**config.mk**
```make
export PLATFORM = sky130hd
export DESIGN_NAME = rf_odp_monitor
export DESIGN_NICKNAME = d
export VERILOG_FILES = /design/src/rtl/rf_odp_monitor.sv
export SDC_FILE = /design/constraint.sdc
export NUM_CORES = 2
export LEC_CHECK = 0
export ABC_AREA = 1
export BUFFER_PORTS_ARGS = -buffer_cell sky130_fd_sc_hd__clkbuf_2
export CORE_MARGIN = 5
export CORE_UTILIZATION = 35
export CTS_BUF_LIST = sky130_fd_sc_hd__clkbuf_8
export CTS_CLUSTER_DIAMETER = 60
export DETAILED_ROUTE_END_ITERATION = 12
export PLACE_DENSITY = 0.54
export SKIP_CTS_REPAIR_TIMING = 1
export SLEW_MARGIN = 20
export SYNTH_ARGS = -nofsm -noshare
export SYNTH_HDL_FRONTEND = slang
export SYNTH_SLANG_ARGS = --single-unit
```
**constraint.sdc**
```tcl
create_clock -name clk -period 2.35 [get_ports clk]
set_input_delay 0 -clock clk [delete_from_list [all_inputs] [get_ports clk]]
set_output_delay 0 -clock clk [all_outputs]
set_load 0.03 [all_outputs]
```
**src/rtl/rf_odp_monitor.sv**
```systemverilog
// rf_odp_monitor
//   Per-channel RF overdrive protection. Sums NUM_CH unsigned power samples over
//   a programmable window and publishes the saturated sums as TSSI status. In
//   the single cycle after each window closes, it compares every sum against a
//   threshold and latches a sticky per-channel trip. The latched trips drive
//   the PA sleep request.
//
//   Optional build macro: JB_RF_ODP_AUTOCLR_EN
//     When defined, a channel's trip also clears on an evaluation cycle whose
//     sum is at or below the threshold.
//
// Ports
//   clk                  single clock
//   rst_n                asynchronous active-low reset
//   sample_vld           strobe: one valid sample per channel
//   sample_pwr           [NUM_CH][PWR_W] unsigned per-channel power sample
//   rf_overdrive_thresh  32-bit trip threshold (strict greater-than)
//   rf_overdrive_avg_per 21-bit window length in samples, 0 disables the block
//   disable_rf_odp       per-channel trip mask, also clears a latched trip
//   odp_clr              pulse that clears all latched trips
//   rf_overdrive_tssi    [NUM_CH][32] last completed window sum
//   tssi_vld             one-cycle pulse when rf_overdrive_tssi updates
//   odp_trip             latched per-channel overdrive
//   odp_alarm            registered OR of odp_trip
module rf_odp_monitor #(
    parameter int NUM_CH = 8,
    parameter int PWR_W  = 16
) (
    input  logic                         clk,
    input  logic                         rst_n,
    input  logic                         sample_vld,
    input  logic [NUM_CH-1:0][PWR_W-1:0] sample_pwr,
    input  logic [31:0]                  rf_overdrive_thresh,
    input  logic [20:0]                  rf_overdrive_avg_per,
    input  logic [NUM_CH-1:0]            disable_rf_odp,
    input  logic                         odp_clr,
    output logic [NUM_CH-1:0][31:0]      rf_overdrive_tssi,
    output logic                         tssi_vld,
    output logic [NUM_CH-1:0]            odp_trip,
    output logic                         odp_alarm
);

    localparam logic [1:0] IDLE  = 2'd0;
    localparam logic [1:0] ACCUM = 2'd1;
    localparam logic [1:0] EVAL  = 2'd2;

    logic [1:0]               state;
    logic [20:0]              win_len;
    logic [20:0]              cnt;
    logic [NUM_CH-1:0][31:0]  acc;
    logic [NUM_CH-1:0][31:0]  acc_sum;
    logic [32:0]              sum_wide [NUM_CH];
    logic [NUM_CH-1:0]        trip_next;

    logic        running;
    logic        accept;
    logic        last;
    logic [20:0] len_eff;

    assign running = (rf_overdrive_avg_per != '0);
    assign accept  = sample_vld && running && ((state == ACCUM) || (state == EVAL));
    // EVAL is also the first cycle of the next window, so its length comes
    // straight from the input rather than the previously latched value.
    assign len_eff = (state == EVAL) ? rf_overdrive_avg_per : win_len;
    assign last    = accept && ((cnt + 21'd1) == len_eff);

    // Saturating add of the current sample onto each accumulator.
    always_comb begin
        for (int unsigned i = 0; i < NUM_CH; i++) begin
            sum_wide[i] = {1'b0, acc[i]} + 33'(sample_pwr[i]);
            acc_sum[i]  = sum_wide[i][32] ? '1 : sum_wide[i][31:0];
        end
    end

    always_ff @(posedge clk or negedge rst_n) begin
        if (!rst_n) begin
            state             <= IDLE;
            win_len           <= '0;
            cnt               <= '0;
            acc               <= '0;
            rf_overdrive_tssi <= '0;
            tssi_vld          <= 1'b0;
        end else begin
            tssi_vld <= 1'b0;
            if (!running) begin
                state <= IDLE;
                acc   <= '0;
                cnt   <= '0;
            end else begin
                case (state)
                    IDLE: begin
                        state   <= ACCUM;
                        win_len <= rf_overdrive_avg_per;
                    end
                    ACCUM, EVAL: begin
                        if (state == EVAL) begin
                            win_len <= rf_overdrive_avg_per;
                        end
                        if (last) begin
                            rf_overdrive_tssi <= acc_sum;
                            tssi_vld          <= 1'b1;
                            acc               <= '0;
                            cnt               <= '0;
                            state             <= EVAL;
                        end else begin
                            if (accept) begin
                                acc <= acc_sum;
                                cnt <= cnt + 21'd1;
                            end
                            state <= ACCUM;
                        end
                    end
                    default: state <= IDLE;
                endcase
            end
        end
    end

    // Priority: mask clears, then a fresh trip, then clear requests.
    always_comb begin
        for (int unsigned i = 0; i < NUM_CH; i++) begin
            trip_next[i] = odp_trip[i];
            if (disable_rf_odp[i]) begin
                trip_next[i] = 1'b0;
            end else if ((state == EVAL) && (rf_overdrive_tssi[i] > rf_overdrive_thresh)) begin
                trip_next[i] = 1'b1;
            end else if (odp_clr) begin
                trip_next[i] = 1'b0;
`ifdef JB_RF_ODP_AUTOCLR_EN
            end else if (state == EVAL) begin
                trip_next[i] = 1'b0;
`endif
            end
        end
    end

    always_ff @(posedge clk or negedge rst_n) begin
        if (!rst_n) begin
            odp_trip  <= '0;
            odp_alarm <= 1'b0;
        end else begin
            odp_trip  <= trip_next;
            odp_alarm <= |odp_trip;
        end
    end

endmodule

```
Yosys cells after proc, flatten, opt, wreduce, memory -nomap -nowiden
Cells that the tools add are included.
- input port bits: 193
- output and inout bits: 266
- register bits after elaboration: 566
- logic and storage cells: 120
- $add $sub $neg: 9
- equality and inequality tests: 5
- mux-type cells: 41
- reductions and logical operators: 28
- $lt $le $gt $ge: 8
- operator list (operator ; number):
    256-bit two-way mux ; 4
    32-bit by 16-bit adder with 33-bit output ; 8
    32-bit greater-than comparator ; 8
    32-bit two-way mux ; 8
    21-bit two-way mux ; 5
    21-bit one-hot mux with 2 select lines ; 1
    3-bit nonzero test ; 8
    21-bit by 1-bit adder with 21-bit output (second input constant) ; 1
    21-bit equality test ; 1
    21-bit nonzero test ; 1
    1-bit two-way mux ; 20
    1-bit logical AND ; 11
    8-bit OR reduction ; 1
    2-bit two-way mux ; 2
    2-bit one-hot mux with 2 select lines ; 1
    2-bit AND reduction ; 2
    3-bit by 1-bit inequality test with 1-bit output (second input constant) ; 1
    3-bit AND reduction ; 1
    2-bit by 1-bit equality test with 1-bit output (second input constant) ; 1
    2-bit equality test (second input constant) ; 1
    2-bit zero test ; 1
    2-bit by 1-bit inequality test with 1-bit output (second input constant) ; 1
    2-bit nonzero test ; 1
    2-bit OR reduction ; 1
    1-bit logical OR ; 1

Logic depth before layout (Yosys ltp)
- word-level depth: 7
- gate-level depth with buffers: 20
- gate-level depth less buffers: 17

Worst setup path before layout
Ideal clock, no wire load.
- path type: reg-to-reg
- start point: register state[1]
- end point: register cnt[12]
- cell stages (with the launch flop): 19
- setup time: 0.131 ns
- period minus slack after synthesis: 2.485 ns
- data required time: 2.219 ns
- arrival: 2.354 ns
- buffers on the path: 3
- setup slack: -0.135 ns
- cell sequence: dfrtp_1 -> ha_1 -> inv_1 -> buf_2 -> nand2_1 -> nand2_1 -> nand2_1 -> nand2_1 -> nand3_1 -> nor2_1 -> nand2_1 -> nor2_1 -> nand3_1 -> nor2_1 -> nand2_4 -> nand2_2 -> buf_6 -> buf_2 -> o21ai_0
- word-level cells in the longest chain between the ends: 7
- elaborated cells between the ends (all ways): 14
- those cells by class: 5 x eq/ne; 4 x mux; 5 x reduce/logical
- ends and longest elaborated chain (what ; line ; source):
    from (decl) ; 47 ; logic [1:0] state;
    from (signal assigned) ; 77 ; state <= IDLE;
    from (signal assigned) ; 86 ; state <= IDLE;
    from (signal assigned) ; 92 ; state <= ACCUM;
    2-bit equality test or 2-bit by 1-bit equality test with 1-bit output (tied branches) ; 61, 64, 90 ;
    21-bit two-way mux or 1-bit logical OR (tied branches) ; -- ;
    21-bit equality test or 1-bit logical AND (tied branches) ; 65, 61 ;
    1-bit logical AND ; 65 ; assign last = accept && ((cnt + 21'd1) == len_eff);
    21-bit two-way mux ; 99 ; if (last) begin
    21-bit two-way mux ; 90 ; case (state)
    21-bit two-way mux ; 85 ; if (!running) begin
    to (signal assigned) ; 108 ; cnt <= cnt + 21'd1;
    to (decl) ; 49 ; logic [20:0] cnt;
Several ways; a longest one is shown, not always the timed one. The select of a mux whose other input is x is not followed.
A chain may end at the register's enable or synchronous reset.

Worst setup path in the final report
- start point: register state[0]
- end point: register acc[149] (netlist bit)
- word-level cells in the longest chain between the ends: 7
- elaborated cells between the ends (all ways): 14
- those cells by class: 5 x eq/ne; 4 x mux; 5 x reduce/logical
- ends and longest elaborated chain (what ; line ; source):
    2-bit equality test or 2-bit by 1-bit equality test with 1-bit output (tied branches) ; 61, 64, 90 ;
    21-bit two-way mux or 1-bit logical OR (tied branches) ; -- ;
    21-bit equality test or 1-bit logical AND (tied branches) ; 65, 61 ;
    1-bit logical AND ; 65 ;
    256-bit two-way mux ; 99 ;
    256-bit two-way mux ; 90 ;
    256-bit two-way mux ; 85 ;
    to (signal assigned) ; 107 ; acc <= acc_sum;
    to (decl) ; 50 ; logic [NUM_CH-1:0][31:0] acc;
Several ways; a longest one is shown, not always the timed one. The select of a mux whose other input is x is not followed.

==> impl_table.tex <==
\begin{tabular}{lr}
\hline
Metric & Value \\
\hline
\multicolumn{2}{l}{\textbf{Routing}} \\
Router iterations before antenna repair & 6 \\
Wire length after detailed routing & 165,000 um \\
Mean routed wirelength per cell & 20.4 um \\
DRC & 0 \\
Iteration-0 DRC count of the detailed router & 3,555 \\
Vias & 41,610 \\
Antenna Violating Nets Remaining & 0 \\
Post-detailed-route via-to-cell ratio & 5.15 \\
\multicolumn{2}{l}{\textbf{STA}} \\
Transition at the pin with the smallest max-transition slack & 0.909 ns \\
Final Max Tran Viols & 0 \\
Post-Route Skew & 0.0388 ns \\
Worst Slack Setup Final & -0.366 ns \\
Min Clock Period, post-route & 2.72 ns \\
Final count of negative-setup-slack endpoints & 535 \\
Max Clk Rate & 0.368 GHz \\
RSZ-0062 raised after global routing & yes \\
Final period utilization & 1.16 \\
Rel. slew slack & 0.394 \\
Hold violation count in the final report & 3 \\
Hold slack final & -0.0713 ns \\
\multicolumn{2}{l}{\textbf{Placed design}} \\
IO Port Bufs & 458 \\
Count of placed standard cells including taps & 7,698 \\
Worst slack after detailed placement & -0.463 ns \\
RD Place Congestion & 0.933 \\
Placed Area & 0.0467 sq mm \\
Post-DP HPWL & 124,000 um \\
\multicolumn{2}{l}{\textbf{Logic synthesis}} \\
Average cell area after synthesis & 7.17 sq um \\
Synth top area cells & dfrtp\_1, nand2\_1, ha\_1 \\
Library cells used by synthesis & 46 \\
Most used standard cell by instance count after synthesis & nand2\_1 \\
Seq cells post-synth & 565 \\
Sequential element share of the synthesized area & 0.359 \\
Post-synthesis async set-or-reset flop share & 1.00 \\
List of most frequent post-synthesis cells & nand2\_1, dfrtp\_1, inv\_1 \\
Number of enable flip-flop cells after synthesis & 0 \\
Fraction of post-synthesis cell area in the top cell type by area & 0.359 \\
Number of instances in the synthesized netlist & 5,497 \\
Total number of yosys warnings & 0 \\
Cell taking the most area after synthesis & dfrtp\_1 \\
Predominant post-synthesis flop cell & dfrtp\_1 \\
Netlist Area Pre-Place & 0.0394 sq mm \\
Mapped Nets & 6,086 \\
\multicolumn{2}{l}{\textbf{Min path}} \\
Type of the worst min-delay path & primary input to register \\
End point of the most critical hold path & acc[2] \\
Number of cells on the worst hold path & 5 \\
Min-Delay Startpoint & sample\_pwr[2] \\
\multicolumn{2}{l}{\textbf{Floorplanning}} \\
Placement Rows & 123 \\
Initial core utilization & 0.351 \\
Die span in y & 346 um \\
\# IOs & 459 \\
Core outline area & 0.112 sq mm \\
Overall die area & 0.119 sq mm \\
Die width & 346 um \\
\multicolumn{2}{l}{\textbf{GRT}} \\
Most used routing layer in global routing & met2 \\
Via count of the first global-routing pass & 39,080 \\
Number of antenna violations at the first check in global routing & 4 \\
Maximum number of pins on one net before global-route repair & 88 \\
First-pass GRT wire length & 242,000 um \\
Total congestion overflow after global routing & 0 \\
Global-route met1 utilization & 0.362 \\
Met3 track demand over resource in global routing & 0.0438 \\
Met2 global-route usage & 0.423 \\
Total routing resource utilization after global routing & 0.260 \\
\multicolumn{2}{l}{\textbf{Cells and area}} \\
Number of nets in the finished design & 7,077 \\
Post-route cell area & 0.0514 sq mm \\
Layout Cells excl Fill & 8,086 \\
Synthesis-to-layout area growth & 30.4\% \\
Share of layout cells above drive strength 1 & 0.173 \\
\multicolumn{2}{l}{\textbf{Pwr}} \\
Leakage power & 26.9 nW \\
Worst supply voltage drop on vdd & 644 uV \\
Overall power & 0.0428 W \\
Power density relative to cell area & 833 mW/mm\^{}2 \\
\multicolumn{2}{l}{\textbf{Setup path}} \\
Endpoint of the most critical register-to-register path & acc[149] \\
Category of the critical setup timing path & register to register \\
CP required & 2.98 ns \\
Startpoint type of the worst setup path & register \\
R2R cell count & 16 \\
Largest fanout of any net on the critical path & 41 \\
Reg2Reg Launch Point & state[0] \\
Kind of end point of the critical path & register \\
Worst reg2reg setup slack & -0.37 ns \\
Arrival time of data at the critical path endpoint & 3.35 ns \\
\multicolumn{2}{l}{\textbf{Outcome}} \\
Failing checks & negative hold slack, negative setup slack \\
Result of the run & complete, but fails checks \\
\multicolumn{2}{l}{\textbf{Clock tree}} \\
Cell at the root of the clock tree & clkbuf\_8 \\
Clock input transition at the sequential cells of the worst setup and hold paths & 0.06 ns \\
Clock tree from TritonCTS & yes \\
Maximum clock path buffer count & 3 \\
H-tree levels & 3 \\
Clock latency reported for the late side of the worst-skew pair & 0.79 ns \\
Number of clock sinks & 565 \\
Number of buffers created by CTS & 113 \\
\multicolumn{2}{l}{\textbf{Flow run}} \\
Number of max-cap violations & 0 \\
\hline
\end{tabular}
==> worst max-delay path, cell delays in order, from the launching register on <==
cell and delay (ns):
dfrtp_1 0.39, inv_2 0.09, ha_4 0.24, clkbuf_16 0.18, nand2_1 0.05, o21ai_1 0.17, inv_1 0.16, nand3_1 0.11
nand2_1 0.05, nor2_1 0.12, nand3_2 0.11, nor2_4 0.18, nand2_8 0.13, buf_16 0.19, buf_12 0.18, nand3_1 0.10
o21ai_0 0.08
==> worst max path at each step <==
stage,start,endpoint,slack (ns),cells after the start
floorplan,acc[64],acc[70],0.008,13
global placement,state[0],acc[211],-0.45,17
detailed placement,state[0],acc[213],-0.46,17
CTS,state[0],rf_overdrive_tssi[230],-0.48,17
global route,cnt[1],acc[149],-0.53,16
finish,state[0],acc[149],-0.37,16
==> report_power, final <==
| part | internal [W] | switching [W] | leakage, nW |
|---|---|---|---|
| Sequential | 0.0113 | 0.00120 | 7.50 |
| Combinational | 0.00725 | 0.0112 | 18.0 |
| Clock | 0.00691 | 0.00497 | 1.43 |
| Total | 0.0255 | 0.0173 | 26.9 |
==> area by class of cell <==
class	instances	area [sq um]
Antenna cell	3	7.51
Clock buffer	143	1970
Clock inverter	67	656
Fill cell	11359	60800
Inverter	500	1890
Multi-Input combinational cell	4273	22800
Sequential cell	565	14100
Tap cell	1500	1880
Timing Repair Buffer	1035	8050
==> layer usage <==
layer / wire length, um / share of wire
met2: 74600 / 0.45
met3: 11400 / 0.069
met4: 4660 / 0.028
met1: 74200 / 0.45
met5: 0 / 0
==> state kept, by name, summed over array words and instances (netlist names) <==
| name | cells |
|---|---|
| odp_trip | 8 |
| state | 2 |
| cnt | 21 |
| acc | 256 |
| win_len | 21 |
| odp_alarm | 1 |
| rf_overdrive_tssi | 256 |
==> cell families after synthesis <==
group,Yosys count,share of synthesized area
buffers and inverters,659,0.0670
adder cells (fa/ha/maj),396,0.127
flip-flops,565,0.359
XOR/XNOR,118,0.0262
AND/OR/NAND/NOR,2821,0.296
AO/OA/AOI/OAI,938,0.125
==> cells in the final DEF, fill, tap and decap left out, drive strengths merged, types with 3 or more instances in the layout <==
cell type,synthesis,routed
dlygate4sd3,0,154
nand3b,12,12
or2,12,12
ha,388,388
inv,499,522
a21boi,6,6
nor4,22,22
nand2,1705,1705
a21oi,309,309
a31oi,13,13
o21a,7,7
bufinv,0,13
o221ai,5,5
dfrtp,565,565
a21o,29,29
nor2,427,427
nand4,49,49
nand3,492,492
o21ai,524,524
o211ai,28,28
clkinv,1,24
fa,8,8
diode,0,3
o22ai,4,4
buf,93,415
xnor2,12,12
xor2,106,106
and2,3,3
clkbuf,66,609
clkinvlp,0,8
nor3,96,96
o21bai,7,7
==> per-stage QoR <==
step | TNS (ns) | utilization
2_1_floorplan | 0 | -
3_3_place_gp | -192.93 | 0.416
3_5_place_dp | -193.22 | 0.416
4_1_cts | -198.80 | 0.440
5_1_grt | -241.63 | 0.458
6_report | -148.61 | 0.458
No activity file was read; power rests on OpenSTA's default activity.
